[config.mk]
export PLATFORM = sky130hd
export DESIGN_NAME = axi_lite_master_flat
export DESIGN_NICKNAME = d
export VERILOG_FILES = /design/src/rtl/axi_lite_master_if.sv /design/src/rtl/axi_lite_master.sv /design/src/flat_wrapper.sv
export SDC_FILE = /design/constraint.sdc
export NUM_CORES = 1
export LEC_CHECK = 0
export BUFFER_PORTS_ARGS = -buffer_cell sky130_fd_sc_hd__buf_2
export CORE_MARGIN = 2
export CORE_UTILIZATION = 41
export CTS_BUF_LIST = sky130_fd_sc_hd__clkbuf_2
export DETAILED_ROUTE_END_ITERATION = 12
export PLACE_DENSITY = 0.78
export SLEW_MARGIN = 0
export SYNTH_ARGS = -nofsm -noshare
export SYNTH_HDL_FRONTEND = slang
export SYNTH_SLANG_ARGS = --single-unit
[constraint.sdc]
create_clock -name clk -period 1.5 [get_ports clk]
set_input_delay 0 -clock clk [delete_from_list [all_inputs] [get_ports clk]]
set_output_delay 0 -clock clk [all_outputs]
set_load 0.01 [all_outputs]
[src/rtl/axi_lite_master_if.sv]
// Memory-side AXI4 signal bundle for axi_lite_master; the master modport faces the core-side bridge,
// the slave modport faces the SRAM/SDRAM model or crossbar port.
interface axi_lite_master_if;
  logic        io_master_awvalid;
  logic        io_master_awready;
  logic [31:0] io_master_awaddr;
  logic [2:0]  io_master_awsize;
  logic [3:0]  io_master_awid;
  logic [7:0]  io_master_awlen;
  logic [1:0]  io_master_awburst;

  logic        io_master_wvalid;
  logic        io_master_wready;
  logic [31:0] io_master_wdata;
  logic [3:0]  io_master_wstrb;
  logic        io_master_wlast;

  logic        io_master_bvalid;
  logic        io_master_bready;
  logic [1:0]  io_master_bresp;
  logic [3:0]  io_master_bid;

  logic        io_master_arvalid;
  logic        io_master_arready;
  logic [31:0] io_master_araddr;
  logic [2:0]  io_master_arsize;
  logic [3:0]  io_master_arid;
  logic [7:0]  io_master_arlen;
  logic [1:0]  io_master_arburst;

  logic        io_master_rvalid;
  logic        io_master_rready;
  logic [31:0] io_master_rdata;
  logic [1:0]  io_master_rresp;
  logic        io_master_rlast;
  logic [3:0]  io_master_rid;

  modport master (
    output io_master_awvalid, io_master_awaddr, io_master_awsize, io_master_awid,
           io_master_awlen, io_master_awburst,
    input  io_master_awready,
    output io_master_wvalid, io_master_wdata, io_master_wstrb, io_master_wlast,
    input  io_master_wready,
    input  io_master_bvalid, io_master_bresp, io_master_bid,
    output io_master_bready,
    output io_master_arvalid, io_master_araddr, io_master_arsize, io_master_arid,
           io_master_arlen, io_master_arburst,
    input  io_master_arready,
    input  io_master_rvalid, io_master_rdata, io_master_rresp, io_master_rlast, io_master_rid,
    output io_master_rready
  );

  modport slave (
    input  io_master_awvalid, io_master_awaddr, io_master_awsize, io_master_awid,
           io_master_awlen, io_master_awburst,
    output io_master_awready,
    input  io_master_wvalid, io_master_wdata, io_master_wstrb, io_master_wlast,
    output io_master_wready,
    output io_master_bvalid, io_master_bresp, io_master_bid,
    input  io_master_bready,
    input  io_master_arvalid, io_master_araddr, io_master_arsize, io_master_arid,
           io_master_arlen, io_master_arburst,
    output io_master_arready,
    output io_master_rvalid, io_master_rdata, io_master_rresp, io_master_rlast, io_master_rid,
    input  io_master_rready
  );
endinterface

[src/rtl/axi_lite_master.sv]
// Single-outstanding core load/store to single-beat AXI4 bridge; best case 3 cycles accept-to-response.
// One transaction in flight: req_ready only in IDLE, response held until resp_ready, R/B guarded by a watchdog.
module axi_lite_master #(
  parameter logic [3:0]  AXI_ID  = 4'h0,
  parameter int unsigned TIMEOUT = 1023
) (
  input  logic        clk,
  input  logic        reset,
  input  logic        req_valid,
  output logic        req_ready,
  input  logic        req_wen,
  input  logic [31:0] req_addr,
  input  logic [31:0] req_wdata,
  input  logic [3:0]  req_wstrb,
  input  logic [2:0]  req_size,
  output logic        resp_valid,
  input  logic        resp_ready,
  output logic [31:0] resp_rdata,
  output logic        resp_err,
  axi_lite_master_if.master axi
);
  localparam int unsigned TLIM = (TIMEOUT == 0) ? 1 : TIMEOUT;
  localparam int          CW   = $clog2(TLIM + 1);

  typedef enum logic [2:0] {IDLE, AR, R, AW_W, B, RESP} state_t;
  state_t state, state_nxt;

  logic [31:0]   addr_q, wdata_q, rdata_q;
  logic [3:0]    wstrb_q;
  logic [2:0]    size_q;
  logic          arvalid_q, awvalid_q, wvalid_q, aw_done, w_done, err_q;
  logic [CW-1:0] wd_cnt;
  logic          accept, ar_hs, aw_hs, w_hs, r_hs, b_hs, in_wait, wd_hit;

  assign accept  = req_valid && (state == IDLE);
  assign ar_hs   = arvalid_q && axi.io_master_arready;
  assign aw_hs   = awvalid_q && axi.io_master_awready;
  assign w_hs    = wvalid_q && axi.io_master_wready;
  assign r_hs    = (state == R) && axi.io_master_rvalid;
  assign b_hs    = (state == B) && axi.io_master_bvalid;
  assign in_wait = (state == R) || (state == B);
  // Fires on the cycle the counter would reach TIMEOUT, so R/B last exactly TIMEOUT cycles.
  assign wd_hit  = (TIMEOUT != 0) && in_wait && (wd_cnt == CW'(TLIM - 1));

  always_ff @(posedge clk or negedge reset) begin
    if (!reset) state <= IDLE;
    else        state <= state_nxt;
  end

  always_comb begin
    state_nxt = state;
    case (state)
      IDLE:    if (accept) state_nxt = req_wen ? AW_W : AR;
      AR:      if (ar_hs) state_nxt = R;
      R:       if (r_hs || wd_hit) state_nxt = RESP;
      AW_W:    if ((aw_done || aw_hs) && (w_done || w_hs)) state_nxt = B;
      B:       if (b_hs || wd_hit) state_nxt = RESP;
      RESP:    if (resp_ready) state_nxt = IDLE;
      default: state_nxt = IDLE;
    endcase
  end

  always_ff @(posedge clk or negedge reset) begin
    if (!reset) begin
      addr_q    <= '0;
      wdata_q   <= '0;
      wstrb_q   <= '0;
      size_q    <= '0;
      arvalid_q <= 1'b0;
      awvalid_q <= 1'b0;
      wvalid_q  <= 1'b0;
      aw_done   <= 1'b0;
      w_done    <= 1'b0;
      rdata_q   <= '0;
      err_q     <= 1'b0;
      wd_cnt    <= '0;
    end else begin
      if (accept) begin
        addr_q    <= req_addr;
        wdata_q   <= req_wdata;
        wstrb_q   <= req_wstrb;
        size_q    <= req_size;
        arvalid_q <= !req_wen;
        awvalid_q <= req_wen;
        wvalid_q  <= req_wen;
      end
      if (ar_hs) arvalid_q <= 1'b0;
      if (aw_hs) awvalid_q <= 1'b0;
      if (w_hs)  wvalid_q  <= 1'b0;

      if (state == AW_W && state_nxt != AW_W) begin
        aw_done <= 1'b0;
        w_done  <= 1'b0;
      end else begin
        if (aw_hs) aw_done <= 1'b1;
        if (w_hs)  w_done  <= 1'b1;
      end

      if (r_hs) begin
        rdata_q <= axi.io_master_rdata;
        err_q   <= (axi.io_master_rresp != 2'b00);
      end else if (b_hs) begin
        rdata_q <= '0;
        err_q   <= (axi.io_master_bresp != 2'b00);
      end else if (wd_hit) begin
        rdata_q <= '0;
        err_q   <= 1'b1;
      end

      wd_cnt <= in_wait ? wd_cnt + CW'(1) : '0;
    end
  end

  // req_ready is forced low while reset is held, even though the state already reads IDLE.
  assign req_ready  = reset && (state == IDLE);
  assign resp_valid = (state == RESP);
  assign resp_rdata = rdata_q;
  assign resp_err   = err_q;

  assign axi.io_master_awvalid = awvalid_q;
  assign axi.io_master_awaddr  = addr_q;
  assign axi.io_master_awsize  = size_q;
  assign axi.io_master_awid    = AXI_ID;
  assign axi.io_master_awlen   = 8'h00;
  assign axi.io_master_awburst = 2'b01;
  assign axi.io_master_wvalid  = wvalid_q;
  assign axi.io_master_wdata   = wdata_q;
  assign axi.io_master_wstrb   = wstrb_q;
  assign axi.io_master_wlast   = 1'b1;
  assign axi.io_master_bready  = (state == B);
  assign axi.io_master_arvalid = arvalid_q;
  assign axi.io_master_araddr  = addr_q;
  assign axi.io_master_arsize  = size_q;
  assign axi.io_master_arid    = AXI_ID;
  assign axi.io_master_arlen   = 8'h00;
  assign axi.io_master_arburst = 2'b01;
  assign axi.io_master_rready  = (state == R);

  logic unused_axi;
  assign unused_axi = ^{axi.io_master_bid, axi.io_master_rid, axi.io_master_rlast};
endmodule

[src/flat_wrapper.sv]
// flat-port wrapper written by rule: the top's interface ports become plain ports
module axi_lite_master_flat 
#(
  parameter logic [3:0]  AXI_ID  = 4'h0,
  parameter int unsigned TIMEOUT = 1023
)
  (clk, reset, req_valid, req_ready, req_wen, req_addr, req_wdata, req_wstrb, req_size, resp_valid, resp_ready, resp_rdata, resp_err, axi_io_master_awvalid, axi_io_master_awaddr, axi_io_master_awsize, axi_io_master_awid, axi_io_master_awlen, axi_io_master_awburst, axi_io_master_awready, axi_io_master_wvalid, axi_io_master_wdata, axi_io_master_wstrb, axi_io_master_wlast, axi_io_master_wready, axi_io_master_bvalid, axi_io_master_bresp, axi_io_master_bid, axi_io_master_bready, axi_io_master_arvalid, axi_io_master_araddr, axi_io_master_arsize, axi_io_master_arid, axi_io_master_arlen, axi_io_master_arburst, axi_io_master_arready, axi_io_master_rvalid, axi_io_master_rdata, axi_io_master_rresp, axi_io_master_rlast, axi_io_master_rid, axi_io_master_rready);
  axi_lite_master_if axi_i ();
  input  logic clk;
  input  logic reset;
  input  logic req_valid;
  output logic req_ready;
  input  logic req_wen;
  input  logic [31:0] req_addr;
  input  logic [31:0] req_wdata;
  input  logic [3:0] req_wstrb;
  input  logic [2:0] req_size;
  output logic resp_valid;
  input  logic resp_ready;
  output logic [31:0] resp_rdata;
  output logic resp_err;
  output wire logic [$bits(axi_i.io_master_awvalid)-1:0] axi_io_master_awvalid;
  output wire logic [$bits(axi_i.io_master_awaddr)-1:0] axi_io_master_awaddr;
  output wire logic [$bits(axi_i.io_master_awsize)-1:0] axi_io_master_awsize;
  output wire logic [$bits(axi_i.io_master_awid)-1:0] axi_io_master_awid;
  output wire logic [$bits(axi_i.io_master_awlen)-1:0] axi_io_master_awlen;
  output wire logic [$bits(axi_i.io_master_awburst)-1:0] axi_io_master_awburst;
  input wire logic [$bits(axi_i.io_master_awready)-1:0] axi_io_master_awready;
  output wire logic [$bits(axi_i.io_master_wvalid)-1:0] axi_io_master_wvalid;
  output wire logic [$bits(axi_i.io_master_wdata)-1:0] axi_io_master_wdata;
  output wire logic [$bits(axi_i.io_master_wstrb)-1:0] axi_io_master_wstrb;
  output wire logic [$bits(axi_i.io_master_wlast)-1:0] axi_io_master_wlast;
  input wire logic [$bits(axi_i.io_master_wready)-1:0] axi_io_master_wready;
  input wire logic [$bits(axi_i.io_master_bvalid)-1:0] axi_io_master_bvalid;
  input wire logic [$bits(axi_i.io_master_bresp)-1:0] axi_io_master_bresp;
  input wire logic [$bits(axi_i.io_master_bid)-1:0] axi_io_master_bid;
  output wire logic [$bits(axi_i.io_master_bready)-1:0] axi_io_master_bready;
  output wire logic [$bits(axi_i.io_master_arvalid)-1:0] axi_io_master_arvalid;
  output wire logic [$bits(axi_i.io_master_araddr)-1:0] axi_io_master_araddr;
  output wire logic [$bits(axi_i.io_master_arsize)-1:0] axi_io_master_arsize;
  output wire logic [$bits(axi_i.io_master_arid)-1:0] axi_io_master_arid;
  output wire logic [$bits(axi_i.io_master_arlen)-1:0] axi_io_master_arlen;
  output wire logic [$bits(axi_i.io_master_arburst)-1:0] axi_io_master_arburst;
  input wire logic [$bits(axi_i.io_master_arready)-1:0] axi_io_master_arready;
  input wire logic [$bits(axi_i.io_master_rvalid)-1:0] axi_io_master_rvalid;
  input wire logic [$bits(axi_i.io_master_rdata)-1:0] axi_io_master_rdata;
  input wire logic [$bits(axi_i.io_master_rresp)-1:0] axi_io_master_rresp;
  input wire logic [$bits(axi_i.io_master_rlast)-1:0] axi_io_master_rlast;
  input wire logic [$bits(axi_i.io_master_rid)-1:0] axi_io_master_rid;
  output wire logic [$bits(axi_i.io_master_rready)-1:0] axi_io_master_rready;
  assign axi_io_master_awvalid = axi_i.io_master_awvalid;
  assign axi_io_master_awaddr = axi_i.io_master_awaddr;
  assign axi_io_master_awsize = axi_i.io_master_awsize;
  assign axi_io_master_awid = axi_i.io_master_awid;
  assign axi_io_master_awlen = axi_i.io_master_awlen;
  assign axi_io_master_awburst = axi_i.io_master_awburst;
  assign axi_i.io_master_awready = axi_io_master_awready;
  assign axi_io_master_wvalid = axi_i.io_master_wvalid;
  assign axi_io_master_wdata = axi_i.io_master_wdata;
  assign axi_io_master_wstrb = axi_i.io_master_wstrb;
  assign axi_io_master_wlast = axi_i.io_master_wlast;
  assign axi_i.io_master_wready = axi_io_master_wready;
  assign axi_i.io_master_bvalid = axi_io_master_bvalid;
  assign axi_i.io_master_bresp = axi_io_master_bresp;
  assign axi_i.io_master_bid = axi_io_master_bid;
  assign axi_io_master_bready = axi_i.io_master_bready;
  assign axi_io_master_arvalid = axi_i.io_master_arvalid;
  assign axi_io_master_araddr = axi_i.io_master_araddr;
  assign axi_io_master_arsize = axi_i.io_master_arsize;
  assign axi_io_master_arid = axi_i.io_master_arid;
  assign axi_io_master_arlen = axi_i.io_master_arlen;
  assign axi_io_master_arburst = axi_i.io_master_arburst;
  assign axi_i.io_master_arready = axi_io_master_arready;
  assign axi_i.io_master_rvalid = axi_io_master_rvalid;
  assign axi_i.io_master_rdata = axi_io_master_rdata;
  assign axi_i.io_master_rresp = axi_io_master_rresp;
  assign axi_i.io_master_rlast = axi_io_master_rlast;
  assign axi_i.io_master_rid = axi_io_master_rid;
  assign axi_io_master_rready = axi_i.io_master_rready;
  axi_lite_master #(.AXI_ID(AXI_ID), .TIMEOUT(TIMEOUT)) u_core (.clk(clk), .reset(reset), .req_valid(req_valid), .req_ready(req_ready), .req_wen(req_wen), .req_addr(req_addr), .req_wdata(req_wdata), .req_wstrb(req_wstrb), .req_size(req_size), .resp_valid(resp_valid), .resp_ready(resp_ready), .resp_rdata(resp_rdata), .resp_err(resp_err), .axi(axi_i));
endmodule
Word-level counts from Yosys, hierarchy flattened. Cells that the tools add are included.

Register bits: 122. Bits of input ports: 126. Output and inout bits: 175. Logic and storage cells: 70.

Add/subtract/negate cells: 1. Equality and inequality tests: 7. Multiplexer cells: 24. Reductions and logical operators: 25.

Operators by type and width (number): $mux 32 (3); $mux 3 (6); $pmux 3 s6 (1); $reduce_bool 2->1 (7); $mux 1 (12); $add 10x1->10 const B (1); $eq 10x10->1 const B (1); $logic_and 1x1->1 (10); $mux 10 (1); $eq 3x2->1 const B (2); $eq 3x3->1 const B (2); $logic_or 1x1->1 (5); $eq 3x1->1 const B (1); $logic_not 3->1 (1); $ne 3x2->1 const B (1); $reduce_bool 3->1 (1); $mux 2 (1); $logic_not 1->1 (1).

Longest topological paths before layout.
Depth in word-level cells: 9. Depth in mapped cells: 7.

Worst setup path before layout. OpenSTA, ideal clock, no wires.

Kind: register to register. From: register u_core.state[2]. To: register u_core.wdata_q[1], in the netlist u_core.axi.io_master_wdata[1]. Library setup time: 0.125 ns. Arrival: 1.505 ns. Path slack: -0.130 ns. Cell stages (with the launch flop): 7. Buffers on the path: 3. Period minus slack after synthesis: 1.630 ns. Path through: dfrtp_1 > buf_6 > nand2b_1 > nor3_4 > buf_4 > buf_4 > mux2_2.

Word-level cells in the longest chain between the ends: 2.

Ends and longest elaborated chain: start, declared (RTL line axi_lite_master.sv:26) `state_t state, state_nxt;`; start signal, assigned (RTL line axi_lite_master.sv:47) `else state <= state_nxt;`; $logic_not 3->1 (RTL line axi_lite_master.sv:35) `assign accept = req_valid && (state == IDLE);`; $logic_and 1x1->1 (RTL line axi_lite_master.sv:35); end signal, assigned (RTL line axi_lite_master.sv:80) `wdata_q <= req_wdata;`; end, declared (RTL line axi_lite_master.sv:28) `logic [31:0] addr_q, wdata_q, rdata_q;`.

No other way between the ends. A chain may end at the register's enable or synchronous reset.

Worst setup path in the final report.
From: register u_core.state[1]. To: register u_core.wdata_q[20], in the netlist u_core.axi.io_master_wdata[20].

Same word-level chain as after synthesis.

==> reports/qor.csv <==
stage,metric,value,unit
sta,Pins Over Slew Limit,0,
floorplanning,Die X,118,um
run,Max-cap violations,0,
sta,RSZ-0062 raised after global routing,yes,
worst_setup_path,r2r setup slk,-0.26,ns
final_layout,Synth-to-Final Area Change,66.9,%
worst_setup_path,worst r2r path cells,7,
placement,routability cong.,0.808,
synthesis,Mean Syn Cell Area,13.4,um2
worst_setup_path,Crit Path Class,reg -> reg,
final_layout,Finished Layout Cells,980,
synthesis,Synthesis Warnings,0,
floorplanning,Die Height,118,um
synthesis,Synth async-reset ratio,100,%
clocking,H-tree lvl count,4,
floorplanning,Top-Level Pins,301,
worst_hold_path,worst hold path type,in -> reg,
final_layout,share of cells above drive strength 1,55.7,%
detailed_routing,DR iter-0 viols,226,
synthesis,#FFs+latches synth,122,
global_routing,first-pass GRT wire length,25200,um
global_routing,largest net degree at the start of global routing,62,
outcome,failing checks,setup timing,
worst_setup_path,CP startpoint kind,flop,
power,cell leakage power,4.54,nW
global_routing,GR Overflow Total,0,
sta,final hold vios,0,
worst_hold_path,Hold Path Origin,req_wdata[8],
final_layout,"commonest non-fill, non-tap cell in the layout",buf_2,
detailed_routing,Wirelength per Cell,17.3,um
worst_hold_path,hold worst-path end,u_core.axi.io_master_wdata[8],
outcome,outcome,"complete, but fails checks",
floorplanning,Starting Density,42.0,%
synthesis,Yosys top cell by area,dfrtp_1,
final_layout,# nets final,923,
detailed_routing,drt drc,0,
power,Overall Power,16.0,mW
detailed_routing,Final ANT Viol Nets,0,
clocking,clk_lat worst skew,0.67,ns
placement,Buffers on Ports,262,
synthesis,"EDFF count, synth",0,
synthesis,post-synthesis cell count,395,
worst_setup_path,crit path DAT,2.33,ns
sta,FMAX,568,MHz
clocking,CTS sink cnt,122,
floorplanning,Rows,41,
clocking,CTS Buf Count,17,
final_layout,Fillers,860,
synthesis,synth top area cells,"dfrtp_1 (58%), mux2_2 (11%), buf_4 (9.6%)",
synthesis,"Seq/Total Area, Yosys",57.5,%
worst_hold_path,Hold Crit Depth,3,
synthesis,synthesized area,5310,um2
worst_setup_path,CP Capture Type,flop,
global_routing,gr usage total,22.9,%
detailed_routing,TritonRoute pass-1 iters,5,
synthesis,"Distinct cells, synth",41,
clocking,CTS tree,built,
worst_setup_path,worst path required time,2.07,ns
floorplanning,core area,12600,um2
synthesis,Yosys top cell area share,57.5,%
final_layout,final core utilization,70.2,%
synthesis,Post-synth top flop,dfrtp_1,
placement,placed cell count,809,
final_layout,most frequent cells in the layout,"buf_2 (260), dfrtp_1 (122), dlygate4sd3_1 (117)",
worst_setup_path,maximum fanout along the worst path,7,
worst_setup_path,FF-to-FF End,u_core.axi.io_master_wdata[20],
sta,Tcrit/Tclk final,117,%
power,PwrDens,1810,nW/um2
sta,# setup viols final,112,
placement,pre-CTS setup slack,-0.0907,ns
detailed_routing,vias per inst,4.79,
clocking,Max Root-Sink Buffers,2,
sta,final setup margin,-0.261,ns
sta,clock skew,0.0221,ns
sta,fin crit period,1.76,ns
placement,dpl hpwl,10200,um
global_routing,initial antenna violation count,0,
clocking,CTS root buffer,clkbuf_2,
detailed_routing,final WL,16900,um
worst_setup_path,r2r startpoint,u_core.state[1],
clocking,Clock transition at path regs,0.22,ns
final_layout,antenna cells,0,
power,worst vdd ir,750,uV
floorplanning,die area,13900,um2
global_routing,number of global-route vias before repair,4990,
detailed_routing,Via Count,4691,
-- cells by family after synthesis --
family / after synthesis / synth area share, %
flip-flops: 122 / 57.5
buffers and inverters: 88 / 12.1
multiplexers: 71 / 15.1
AO/OA/AOI/OAI: 54 / 7.88
AND/OR/NAND/NOR: 50 / 5.71
XOR/XNOR: 6 / 1.13
adder cells (fa/ha/maj): 2 / 0.472
other: 2 / 0.142
-- critical path, cell delays in order (launching register included) --
cell	delay [ns]
dfrtp_1	0.46
buf_6	0.14
buf_6	0.11
nor3_4	0.20
buf_6	0.15
clkbuf_16	0.15
clkbuf_16	0.16
mux2_4	0.30
-- area by class of cell --
type	count	area, um2	share of cell area [%]
multi-input combinational	212	2090	23.7
sequential	122	3050	34.5
tap	172	215	2.43
clock buffer	17	85.1	0.961
clock inverter	15	164	1.85
inverter	5	23.8	0.269
timing repair buffer	437	3220	36.3
-- registers in the layout (all words and copies together), names as in the netlist --
register and count:
u_core.axi.io_master_wvalid 1, u_core.state 3, u_core.resp_rdata 32, u_core.w_done 1, u_core.resp_err 1, u_core.axi.io_master_awvalid 1
u_core.axi.io_master_arvalid 1, u_core.axi.io_master_wstrb 4, u_core.wd_cnt 10, u_core.axi.io_master_wdata 32, u_core.axi.io_master_araddr 32, u_core.axi.io_master_arsize 3
u_core.aw_done 1
-- metrics by stage --
stage | hold WS [ns] | TNS [ns] | area [um2]
after floorplan | -0.296 | -7.66 | 5460
after global placement | -0.167 | -4.89 | 6710
after detailed placement | -0.164 | -5.87 | 6710
after CTS | 0.00883 | -16.86 | 8390
after global routing | -0.0124 | -28.16 | 8850
final | 0.0660 | -21.98 | 8850
-- how the worst max path moves through the flow --
stage | endpoint | startpoint | cells after the start
finish | u_core.axi.io_master_wdata[20] | u_core.state[1] | 7
global route | axi_io_master_bready | u_core.state[2] | 5
CTS | req_ready | u_core.state[2] | 3
detailed placement | u_core.axi.io_master_wdata[26] | u_core.state[2] | 5
global placement | u_core.axi.io_master_wdata[25] | u_core.state[2] | 5
floorplan | u_core.resp_rdata[10] | u_core.state[2] | 7
-- what timing repair did --
action | CTS | global route
hold buffers | 117 | 0
endpoints found under the setup margin | 106 | 140
setup buffers | 11 | 7
resized for setup | 46 | 79
pin swaps | 6 | 8
gates cloned | 1 | 5
hold endpoints to repair | 234 | 0
-- cell usage after synthesis, types with 2 or more instances --
cell type  instances
dfrtp_1          122
buf_4             68
mux2_2            50
a22o_1            30
mux2_1            21
nor2_1            14
nand2_1            9
a21oi_1            8
buf_2              7
buf_6              6
o21ai_0            6
inv_1              5
nand3_1            4
xnor2_1            4
a211oi_1           3
nand2b_1           3
nor3_1             3
or3_1              3
a22o_2             2
clkbuf_1           2
conb_1             2
ha_1               2
nand3b_1           2
nor3_4             2
-- layer usage --
layer / global-route usage, % / vias to the layer above / part of all wire [%]
li1: - / 2089 / -
met1: 22.8 / 2355 / 35
met2: 44.8 / 206 / 57
met3: 5.81 / 41 / 5.1
met4: 8.81 / 0 / 2.7
met5: 0 / - / 0
-- report_power, final --
group | total, mW | internal, mW | leakage, nW | switching (mW)
sequential | 5.75 | 4.71 | 1.50 | 1.03
combinational | 8.14 | 4.60 | 2.90 | 3.54
clock | 2.15 | 0.795 | 0.142 | 1.36
total | 16.0 | 10.1 | 4.54 | 5.92
Power figures use the tool's default switching activity.
